==> config.mk <==
export PLATFORM = sky130hd
export DESIGN_NAME = request_sequencer
export DESIGN_NICKNAME = d
export VERILOG_FILES = /design/src/rtl/cpu_types_pkg.sv /design/src/rtl/sat_counter.sv /design/src/rtl/request_sequencer.sv
export SDC_FILE = /design/constraint.sdc
export NUM_CORES = 1
export LEC_CHECK = 0
export CAP_MARGIN = 20
export CORE_MARGIN = 2
export CORE_UTILIZATION = 44
export DETAILED_ROUTE_END_ITERATION = 7
export HOLD_SLACK_MARGIN = 0.08
export PLACE_DENSITY = 0.87
export SLEW_MARGIN = 25
export SYNTH_ARGS = -nofsm -noshare
export SYNTH_HDL_FRONTEND = slang
export SYNTH_SLANG_ARGS = --single-unit
==> constraint.sdc <==
create_clock -name CLK -period 4.1 [get_ports CLK]
set_clock_uncertainty 0.05 [all_clocks]
set_input_delay 0.82 -clock CLK [delete_from_list [all_inputs] [get_ports CLK]]
set_output_delay 0.82 -clock CLK [all_outputs]
set_load 0.01 [all_outputs]
==> src/rtl/cpu_types_pkg.sv <==
// ============================================================================
// Module   : cpu_types_pkg
// Brief    : Shared CPU types: request-sequencer state and latched memory op.
// Revision : 1.0 - initial release
// ============================================================================
`default_nettype none

package cpu_types_pkg;

    typedef enum logic [1:0] {
        FETCH = 2'd0,
        DATA  = 2'd1,
        HALT  = 2'd2,
        ERROR = 2'd3
    } reqseq_state_t;

    typedef enum logic {
        MEM_RD = 1'b0,
        MEM_WR = 1'b1
    } memop_t;

    // A store wins when the decoder flags both load and store.
    function automatic memop_t decode_memop(input logic wen);
        return wen ? MEM_WR : MEM_RD;
    endfunction

endpackage

`default_nettype wire

==> src/rtl/sat_counter.sv <==
// ============================================================================
// Module   : sat_counter
// Brief    : Saturating up-counter with synchronous clear, async reset.
// Revision : 1.0 - initial release
// ============================================================================
`default_nettype none

module sat_counter #(
    parameter int WIDTH = 32
) (
    input  logic             clk,
    input  logic             rst,
    input  logic             i_clear,
    input  logic             i_inc,
    output logic [WIDTH-1:0] o_count
);

    logic [WIDTH-1:0] r_count;

    always_ff @(posedge clk or posedge rst) begin
        if (rst) begin
            r_count <= '0;
        end else if (i_clear) begin
            r_count <= '0;
        end else if (i_inc && (r_count != {WIDTH{1'b1}})) begin
            r_count <= r_count + WIDTH'(1);
        end
    end

    assign o_count = r_count;

endmodule

`default_nettype wire

==> src/rtl/request_sequencer.sv <==
// ============================================================================
// Module   : request_sequencer
// Brief    : Fetch/data request FSM with halt, bounded-wait timeout and
//            optional performance counters (enabled by REQ_SEQ_PERF_EN).
// Revision : 1.0 - initial release
// ============================================================================
`default_nettype none

module request_sequencer
    import cpu_types_pkg::*;
#(
    parameter int TIMEOUT = 64,
    parameter int CNT_W   = 32,
    parameter int WAIT_W  = 16
) (
    input  logic             CLK,
    input  logic             RST,
    input  logic             ihit,
    input  logic             dhit,
    input  logic             regwr,
    input  logic             dcuREN,
    input  logic             dcuWEN,
    input  logic             halt,
    output logic             imemREN,
    output logic             dmemREN,
    output logic             dmemWEN,
    output logic             pcEN,
    output logic             wreq,
    output logic             halted,
    output logic             err,
    output logic [CNT_W-1:0] instr_cnt,
    output logic [CNT_W-1:0] stall_cnt
);

    localparam logic [WAIT_W-1:0] c_timeout_last =
        WAIT_W'((TIMEOUT == 0) ? 0 : TIMEOUT - 1);

    reqseq_state_t     r_state;
    reqseq_state_t     w_next;
    memop_t            r_op;
    memop_t            w_op_next;
    logic [WAIT_W-1:0] r_wait;
    logic              w_hit;
    logic              w_stall;
    logic              w_timeout;
    logic              w_pcen;
    logic              w_wreq;

    assign w_timeout = (TIMEOUT != 0) && (r_wait == c_timeout_last);

    always_ff @(posedge CLK or posedge RST) begin
        if (RST) begin
            r_state <= FETCH;
            r_op    <= MEM_RD;
        end else begin
            r_state <= w_next;
            r_op    <= w_op_next;
        end
    end

    always_comb begin
        w_next    = r_state;
        w_op_next = r_op;
        w_hit     = 1'b0;
        w_stall   = 1'b0;
        w_pcen    = 1'b0;
        w_wreq    = 1'b0;
        case (r_state)
            FETCH: begin
                if (ihit) begin
                    w_hit = 1'b1;
                    if (halt) begin
                        w_next = HALT;
                    end else if (dcuREN || dcuWEN) begin
                        w_next    = DATA;
                        w_op_next = decode_memop(dcuWEN);
                    end else begin
                        w_pcen = 1'b1;
                        w_wreq = regwr;
                    end
                end else begin
                    w_stall = 1'b1;
                    if (w_timeout) begin
                        w_next = ERROR;
                    end
                end
            end
            DATA: begin
                if (dhit) begin
                    w_hit  = 1'b1;
                    w_pcen = 1'b1;
                    w_wreq = regwr && (r_op == MEM_RD);
                    w_next = FETCH;
                end else begin
                    w_stall = 1'b1;
                    if (w_timeout) begin
                        w_next = ERROR;
                    end
                end
            end
            HALT:    w_next = HALT;
            ERROR:   w_next = ERROR;
            default: w_next = ERROR;
        endcase
    end

    // Every entry into FETCH/DATA goes through an accepted hit or reset,
    // so clearing on hit also covers clearing on state entry.
    always_ff @(posedge CLK or posedge RST) begin
        if (RST) begin
            r_wait <= '0;
        end else if (w_hit) begin
            r_wait <= '0;
        end else if (w_stall) begin
            r_wait <= r_wait + WAIT_W'(1);
        end
    end

    assign imemREN = (r_state == FETCH);
    assign dmemREN = (r_state == DATA) && (r_op == MEM_RD);
    assign dmemWEN = (r_state == DATA) && (r_op == MEM_WR);
    assign halted  = (r_state == HALT);
    assign err     = (r_state == ERROR);

    // Mealy strobes are masked by reset so an aborted access emits nothing.
    assign pcEN = w_pcen && !RST;
    assign wreq = w_wreq && !RST;

`ifdef REQ_SEQ_PERF_EN
    sat_counter #(
        .WIDTH   (CNT_W)
    ) u_instr_cnt (
        .clk     (CLK),
        .rst     (RST),
        .i_clear (1'b0),
        .i_inc   (pcEN),
        .o_count (instr_cnt)
    );

    sat_counter #(
        .WIDTH   (CNT_W)
    ) u_stall_cnt (
        .clk     (CLK),
        .rst     (RST),
        .i_clear (1'b0),
        .i_inc   (w_stall),
        .o_count (stall_cnt)
    );
`else
    assign instr_cnt = '0;
    assign stall_cnt = '0;
`endif

endmodule

`default_nettype wire

Word level (Yosys, flattened, before mapping)

Index checks and enable logic that the tools add are counted.

$add $sub $neg: 1
Equal/unequal tests: 5
Reduce and logical (&&, ||, !) cells: 10
Bitwise logic cells: 2
Multiplexer cells: 24

Operator list:

| cell                                           | count |
|---|---|
| two-way mux 16 bit                             | 2 |
| adder 16 x 1 -> 16 bit, second input constant  | 1 |
| == test 16 x 6 -> 1 bit, second input constant | 1 |
| two-way mux 1 bit                              | 12 |
| two-way mux 2 bit                              | 5 |
| one-hot mux 1 bit (2 select lines)             | 4 |
| one-hot mux 2 bit (4 select lines)             | 1 |
| logical AND 1 bit                              | 5 |
| == test 2 bit, second input constant           | 2 |
| != test 4 x 3 -> 1 bit, second input constant  | 1 |
| AND reduction 4 bit                            | 1 |
| == test 2 x 1 -> 1 bit, second input constant  | 1 |
| zero test 2 bit                                | 1 |
| NOT 1 bit                                      | 2 |
| nonzero test 2 bit                             | 1 |
| zero test 1 bit                                | 1 |
| logical OR 1 bit                               | 1 |

Flip-flop bits (word level): 19
Input port bits: 8

Logic depth before layout (Yosys ltp)

Gate-level depths: netlist of run 1.

Depth in word-level cells: 6
Depth in mapped cells: 6
Depth with buffers taken out: 5

Worst setup path after synthesis of run 1

Ideal clock, no wire load.

Path kind: input-to-output
Start point: in halt
End point: out wreq
Setup slack: 1.460 ns
Data required time: 3.230 ns
Cell stages on the path: 3
Path buffers: 0
Arrival time: 1.770 ns
Cell sequence: nor4b_2 -> a22oi_1 -> nor4b_1

Cells in the longest elaborated chain, start to end: 4

Ends and longest elaborated chain:

| element                            | line                     | RTL |
|---|---|---|
| start, declared                    | request_sequencer.sv:23  | `input logic halt,` |
| two-way mux 1 bit                  | request_sequencer.sv:72  | `if (halt) begin` |
| two-way mux 1 bit                  | request_sequencer.sv:70  | `if (ihit) begin` |
| one-hot mux 1 bit (2 select lines) | request_sequencer.sv:68  | `case (r_state)` |
| logical AND 1 bit                  | request_sequencer.sv:127 | `assign wreq = w_wreq && !RST;` |
| end, declared                      | request_sequencer.sv:28  | `output logic wreq,` |

No other way between the ends.

Final worst setup path of run 1

Start point: in ihit
End point: out wreq

Cells in the longest elaborated chain, start to end: 3

Ends and longest elaborated chain:

| element                            | line                     | RTL |
|---|---|---|
| start, declared                    | request_sequencer.sv:18  | `input logic ihit,` |
| two-way mux 1 bit                  | request_sequencer.sv:70  |  |
| one-hot mux 1 bit (2 select lines) | request_sequencer.sv:68  |  |
| logical AND 1 bit                  | request_sequencer.sv:127 |  |

No other way between the ends.

==> results.toml, run 1 <==
[critical_path]
critPathSlowestCell = "clkdlybuf4s50_1"
cpPeakStageDelay_ns = 0.61
path_common_cell = "clkdlybuf4s50_1"
cp-start-kind = "input pin"
timing.reg2reg.worst_path_depth = 4
crit_buf_inv = 2
crit_path_end_kind = "output pin"
criticalPathCategory = "input pin to output pin"
path_cells = "clkdlybuf4s50_1 -> nor4b_2 -> a22oi_1 -> nor4b_1 -> clkdlybuf4s50_1"
required_ns = 3.23
worst-r2r-setup-slack_ns = 2.28
worstReg2RegStart = "r_state[1]$_DFFE_PP0P_"
crit_family = "buffers and inverters"
r2r-end = "r_wait[14]$_DFFE_PP0P_"
arrival_ns = 2.80
cp_max_fo = 5

[route]
drc = 0
post_drt_via_cell_ratio = 4.384
num_vias = 1039
wire_per_inst_um = 10.11
dr.first_iter.drc_count = 18
wirelength_um = 2396
postRouteAntennaNets = 0
first_pass_iters = 4

[clock_network]
cts.reportedPaths.clkPinSlew_ns = 0.11
post_cts_resize_count = 0
cts_sinks = 19
post_cts_buffers = 0
cts_hold_buffers = 0
clk_latency_ns = 0.31
ctsLongestPathBuffers = 2
htree_levels = 1
root_buffer = "clkbuf_4"
cts_tree = "built"
cts_buffers = 3

[power]
ir_drop_mv = 0.1649
p_per_area_mw_per_mm2 = 376.2
leakage_uw = 0.0007728

[synth]
synth_area_leaders = "buf_4, dfrtp_1, nor2_1"
synth-seq-cells = 19
muxShareOfSynthArea_pct = 1.654
netlist_area_mm2 = 0.001589
synth_common_cells = "buf_4, nor2_1, dfrtp_1"
synth-adder-area-share_pct = 0.7874
synth.most_common_cell = "buf_4"
synth-edff-count = 0
avgSynthCellArea_um2 = 8.877
synth_xor_area_share_pct = 6.614
yosys.area_share.simple_pct = 21.50
yosysTopAreaCellShare_pct = 30.24
ys.flop_type = "dfrtp_1"
synth_cell_types = 42
seq_area_frac_synth_pct = 29.92
synth_top_family_by_area = "buffers and inverters"
synth.largest_area_cell = "buf_4"
async_flop_share_pct = 100.0
synth_compound_area_share_pct = 5.433
syn_inst = 179
synth-warning-count = 0

[sta]
fmax_mhz = 272.6
min_period_ns = 3.668
worst_slew_pin_slew_ns = 0.7363
slew_viol_final = 0
relSlewSlack_pct = 50.86
rsz0062_at_grt = "no"
fin_crit_sh_pct = 89.46
setup_viol = 0
hold-worst-slack_ns = 0.4927
hold_viol = 0
setup_tns_ns = 0

[hold_path]
hp-start = "r_op$_DFFE_PP0P_"
hold_end = "r_op$_DFFE_PP0P_"
hp-class = "register to register"
holdPathStages = 1

[floorplan]
die_h_um = 64.10
num_rows = 21
dieArea_mm2 = 0.004108
ios = 79
dieWidth_um = 64.10
core_mm2 = 0.003390
initial_core_util_pct = 46.88

[final_layout]
stdcell_count = 237
drive_gt1_share_pct = 6.806
nets = 201
diodes = 0
syn_to_final_growth_pct = -3.386

[placement]
place_inst = 233
gp_congestion = 0.8227
io_buffers = 14
hpwl_um = 1848

[status]
status = "finished, final reports clean"

[grt]
grt_max_degree = 20
grt_pass1_vias = 884
grt_pass1_wl_um = 3898
overflow = 0
grt_usage_pct = 11.87
antenna_found_initial = 0

[flow_run]
max_cap_violations = 0
## report_power, final
part	internal, µW	total [µW]	switching (µW)	leakage (µW)
clock network	36.5	101	64.9	0.0000177
registers	233	299	66.5	0.000250
logic	86.8	177	90.3	0.000505
## cells by family (layout without fill, tap and decap cells)
kind of cell | count (synthesis) | after routing
AO/OA/AOI/OAI | 11 | 11
adder cells (fa/ha/maj) | 1 | 1
buffers and inverters | 75 | 24
AND/OR/NAND/NOR | 58 | 58
other | 1 | 64
multiplexers | 2 | 2
flip-flops | 19 | 19
XOR/XNOR | 12 | 12
## metal layers
layer	up-vias	wire length, µm	global-route usage (%)
met3	5	185	2.817
met2	53	1227	20.70
met4	0	34	4.787
li1	492	-	-
met5	-	0	0
met1	489	948	13.95
## how the worst max path moves through the flow
stage               slack (ns)    to  from  depth (start not counted)
global placement          0.51  wreq  ihit                          5
finish                    0.43  wreq  ihit                          5
CTS                       0.38  wreq  ihit                          5
detailed placement        0.38  wreq  ihit                          5
floorplan                 1.46  wreq  halt                          3
global route              0.27  wreq  ihit                          5
## per-stage QoR
| step | worst slack (ns) | power [µW] | utilization, % | cell area (µm²) |
|---|---|---|---|---|
| floorplan | 1.460 | 477.1 | - | 1826 |
| global placement | 0.5136 | 471.8 | 44.48 | 1508 |
| detailed placement | 0.3779 | 480.2 | 44.48 | 1508 |
| CTS | 0.3776 | 578.2 | 45.29 | 1535 |
| global route | 0.2653 | 619.6 | 45.29 | 1535 |
| finish | 0.4320 | 577.5 | 45.29 | 1535 |
## flip-flops by register name, summed over array words and instances (netlist names)
name	count
r_op	1
r_state	2
r_wait	16
## layout by cell type, fill, tap and decap left out, drive strengths merged, types with 5 or more instances in the layout
cell type      instances
clkdlybuf4s50         14
conb                  64
dfrtp                 19
inv                    6
nand2                  6
nand4                  7
nor2                  20
nor3                   5
xnor2                  6
xor2                   6
## layout make-up
type                    count  area [µm²]
clock buffers               3       22.52
clock inverters             1       5.005
fillers                   358        1854
inverters                   6       22.52
multi-input cells         148       812.0
flip-flops and latches     19       475.5
well taps                  46       57.56
repair buffers             14       140.1
Power figures use the tool's default switching activity.
==> run 2, diff against run 1 <==
--- a/config.mk
+++ b/config.mk
@@ -6,7 +6,6 @@
 export NUM_CORES = 1
 export LEC_CHECK = 0
 export CAP_MARGIN = 20
-export CORE_MARGIN = 2
 export CORE_UTILIZATION = 44
 export DETAILED_ROUTE_END_ITERATION = 7
 export HOLD_SLACK_MARGIN = 0.08
==> results.toml, run 2 (synthesized netlist as in run 1, its figures left out) <==
[floorplan]
dieArea_mm2 = 0.003856
num_rows = 21
die_h_um = 62.10
dieWidth_um = 62.10
initial_core_util_pct = 46.88
ios = 79
core_mm2 = 0.003390

[sta]
min_period_ns = 3.628
hold_viol = 0
fmax_mhz = 275.6
relSlewSlack_pct = 52.00
setup_viol = 0
fin_crit_sh_pct = 88.50
setup_tns_ns = 0
rsz0062_at_grt = "no"
worst_slew_pin_slew_ns = 0.7192
slew_viol_final = 0

[final_layout]
stdcell_count = 237
syn_to_final_growth_pct = -3.465
regMostFlops = "r_wait"
nets = 201
final_cell_mix = "conb_1, nor2_1, dfrtp_1, clkdlybuf4s50_1, nand4_1"
final_common_cell = "conb_1"
largest_reg_flops = 16
register_area_um2 = 475.5
diodes = 0
drive_gt1_share_pct = 6.283
multiInputGateArea_um2 = 812.0
fillers = 340
top_regs = "r_wait x16, r_state x2, r_op x1"

[route]
drc = 0
wirelength_um = 2249
dr.first_iter.drc_count = 35
postRouteAntennaNets = 0
first_pass_iters = 4
wire_per_inst_um = 9.489
post_drt_via_cell_ratio = 4.295
num_vias = 1018

[critical_path]
required_ns = 3.23
crit_buf_inv = 2
cp_max_fo = 5
crit_family = "buffers and inverters"
arrival_ns = 2.76
critPathSlowestCell = "clkdlybuf4s50_1"
cp-start-kind = "input pin"
path_cells = "clkdlybuf4s50_1 -> nor4b_2 -> a22oi_1 -> nor4b_1 -> clkdlybuf4s50_1"
critical_path_depth = 5
cpPeakStageDelay_ns = 0.59
criticalPathCategory = "input pin to output pin"
crit_path_end_kind = "output pin"
timing.reg2reg.worst_path_depth = 4
path_common_cell = "clkdlybuf4s50_1"

[power]
p_per_area_mw_per_mm2 = 373.8
leakage_uw = 0.0007701
ir_drop_mv = 0.1743

[placement]
place_inst = 233
hpwl_um = 1727
gp_congestion = 0.8245
io_buffers = 14

[clock_network]
clk_latency_ns = 0.30
htree_levels = 1
root_buffer = "clkbuf_4"
post_cts_buffers = 0
post_cts_resize_count = 0
cts_tree = "built"
cts_buffers = 3
cts_hold_buffers = 0
cts_sinks = 19
ctsLongestPathBuffers = 2
cts.reportedPaths.clkPinSlew_ns = 0.10

[flow_run]
max_cap_violations = 0

[grt]
grt_pass1_vias = 825
grt_pass1_wl_um = 3781
grt_usage_pct = 13.53
grt_max_degree = 20
overflow = 0
antenna_found_initial = 0

[status]
status = "finished, final reports clean"

[hold_path]
hp-class = "register to register"
holdPathStages = 1
[run 2: layout make-up]
class	count	area share (%)
Timing Repair Buffer	14	9.135
Tap cell	46	3.752
Sequential cell	19	31.00
Inverter	6	1.468
Multi-Input combinational cell	148	52.94
Clock buffer	4	1.713
[run 2: path summary, 6_finish.rpt]
check | slack, ns | start | to
max in group asynchronous | 2.60 | RST | r_wait[6]$_DFFE_PP0P_
min | 0.48 | r_op$_DFFE_PP0P_ | r_op$_DFFE_PP0P_
min in group asynchronous | 0.95 | RST | r_wait[15]$_DFFE_PP0P_
max reg2reg | 2.31 | r_state[1]$_DFFE_PP0P_ | r_wait[14]$_DFFE_PP0P_
max | 0.47 | ihit | wreq
min reg2reg | 0.48 | r_op$_DFFE_PP0P_ | r_op$_DFFE_PP0P_
[run 2: per-layer routing]
layer	GRT usage (%)	wire, µm
met5	0	0
met4	6.667	42
met3	2.692	149
met2	21.28	1064
met1	17.72	992
[run 2: power breakdown]
group | internal, µW | leakage, µW | switching (µW)
clock | 38.0 | 0.0000150 | 59.7
sequential | 233 | 0.000250 | 66.9
combinational | 86.8 | 0.000505 | 89.4
[run 2: stage by stage]
stage,area [µm²],setup WS [ns],utilization (%),hold WS (ns),power [µW]
after CTS,1534,0.4547,45.26,0.4846,576.6
after global routing,1534,0.3212,45.26,0.4937,620.1
final,1534,0.4717,45.26,0.4838,573.4
after detailed placement,1508,0.4699,44.48,0.4590,479.7
after global placement,1508,0.5353,44.48,0.4601,472.4
after floorplan,1826,1.460,-,0.4311,477.1
==> run 3, diff against run 2 <==
--- a/config.mk
+++ b/config.mk
@@ -7,8 +7,10 @@
 export LEC_CHECK = 0
 export CAP_MARGIN = 20
 export CORE_UTILIZATION = 44
+export CTS_CLUSTER_SIZE = 30
 export DETAILED_ROUTE_END_ITERATION = 7
 export HOLD_SLACK_MARGIN = 0.08
+export MAX_ROUTING_LAYER = met4
 export PLACE_DENSITY = 0.87
 export SLEW_MARGIN = 25
 export SYNTH_ARGS = -nofsm -noshare
==> results.toml, run 3 (synthesized netlist as in run 1, its figures left out) <==
[sta]
slew_viol_final = 0
setup_viol = 0
min_period_ns = 3.632
fin_crit_sh_pct = 88.59
hold-worst-slack_ns = 0.4838
setup_tns_ns = 0
rsz0062_at_grt = "no"
worst_slew_pin_slew_ns = 0.7193
hold_viol = 0
relSlewSlack_pct = 51.99
fmax_mhz = 275.3

[grt]
antenna_found_initial = 0
grt_pass1_wl_um = 3774
grt_max_degree = 20
grt_usage_pct = 13.95
grt_pass1_vias = 825
overflow = 0

[final_layout]
final_cell_mix = "conb_1, nor2_1, dfrtp_1, clkdlybuf4s50_1, nand4_1"
fillers = 340
diodes = 0
largest_reg_flops = 16
final_common_cell = "conb_1"
nets = 201
drive_gt1_share_pct = 6.283
regMostFlops = "r_wait"
multiInputGateArea_um2 = 812.0
syn_to_final_growth_pct = -3.465
register_area_um2 = 475.5
top_regs = "r_wait x16, r_state x2, r_op x1"

[power]
p_per_area_mw_per_mm2 = 372.8
leakage_uw = 0.0007701
ir_drop_mv = 0.1744

[floorplan]
dieArea_mm2 = 0.003856
dieWidth_um = 62.10
num_rows = 21
ios = 79
initial_core_util_pct = 46.88
core_mm2 = 0.003390
die_h_um = 62.10

[critical_path]
required_ns = 3.23
worst-r2r-setup-slack_ns = 2.31
crit_path_end_kind = "output pin"
timing.reg2reg.worst_path_depth = 4
cpPeakStageDelay_ns = 0.59
arrival_ns = 2.76
criticalPathCategory = "input pin to output pin"
critical_path_depth = 5
path_common_cell = "clkdlybuf4s50_1"
crit_family = "buffers and inverters"
crit_buf_inv = 2
cp_max_fo = 5
critPathSlowestCell = "clkdlybuf4s50_1"
path_cells = "clkdlybuf4s50_1 -> nor4b_2 -> a22oi_1 -> nor4b_1 -> clkdlybuf4s50_1"
cp-start-kind = "input pin"

[route]
post_drt_via_cell_ratio = 4.295
dr.first_iter.drc_count = 24
wirelength_um = 2248
wire_per_inst_um = 9.485
first_pass_iters = 4
postRouteAntennaNets = 0
num_vias = 1018
drc = 0

[clock_network]
clk_latency_ns = 0.30
cts_hold_buffers = 0
post_cts_resize_count = 0
cts_buffers = 3
htree_levels = 1
cts_sinks = 19
root_buffer = "clkbuf_4"
ctsLongestPathBuffers = 2
post_cts_buffers = 0
cts_tree = "built"
cts.reportedPaths.clkPinSlew_ns = 0.10

[placement]
gp_congestion = 0.8369
hpwl_um = 1727
io_buffers = 14

[flow_run]
max_cap_violations = 0

[hold_path]
holdPathStages = 1
hp-class = "register to register"

[status]
status = "finished, final reports clean"
[run 3: cell counts in the layout (fill, tap and decap cells not counted)]
No cell type changed its count.
[run 3: per-layer routing]
metal	track usage [%]	vias to the layer above	wire length (µm)
met4	6.667	0	42
met3	2.484	4	129
met1	17.85	476	1007
met2	21.28	47	1069
met5	-	-	0
li1	-	491	-
[run 3: cell type report]
class	instances	share of cell area, %
multi-input cells	148	52.94
flip-flops and latches	19	31.00
repair buffers	14	9.135
well taps	46	3.752
clock buffers	4	1.713
inverters	6	1.468
[run 3: power by group]
| group | total (µW) | switching (µW) | internal (µW) |
|---|---|---|---|
| Sequential | 300 | 67.0 | 233 |
| Clock | 96.2 | 58.3 | 37.9 |
| Combinational | 176 | 89.3 | 86.8 |
[run 3: path summary, 6_finish.rpt]
kind                                           to                   start
max in group asynchronous   r_wait[6]$_DFFE_PP0P_                     RST
max                                          wreq                    ihit
min                              r_op$_DFFE_PP0P_        r_op$_DFFE_PP0P_
max reg2reg                r_wait[14]$_DFFE_PP0P_  r_state[1]$_DFFE_PP0P_
min in group asynchronous  r_wait[15]$_DFFE_PP0P_                     RST
min reg2reg                      r_op$_DFFE_PP0P_        r_op$_DFFE_PP0P_
[run 3: worst reg2reg max path, cell delays in order (launching register included)]
cell and delay [ns]:
dfrtp_1 0.58, inv_1 0.21, and2_1 0.48, nor2b_1 0.09
mux2_2 0.27
[run 3: stage by stage]
stage | std cells | total power (µW) | instance area (µm²) | setup slack [ns] | util (%)
6_report | 237 | 571.9 | 1534 | 0.4676 | 45.26
2_1_floorplan | 242 | 477.1 | 1826 | 1.460 | -
3_3_place_gp | 233 | 472.4 | 1508 | 0.5353 | 44.48
5_1_grt | 237 | 620.0 | 1534 | 0.3212 | 45.26
3_5_place_dp | 233 | 479.7 | 1508 | 0.4699 | 44.48
4_1_cts | 237 | 576.6 | 1534 | 0.4547 | 45.26
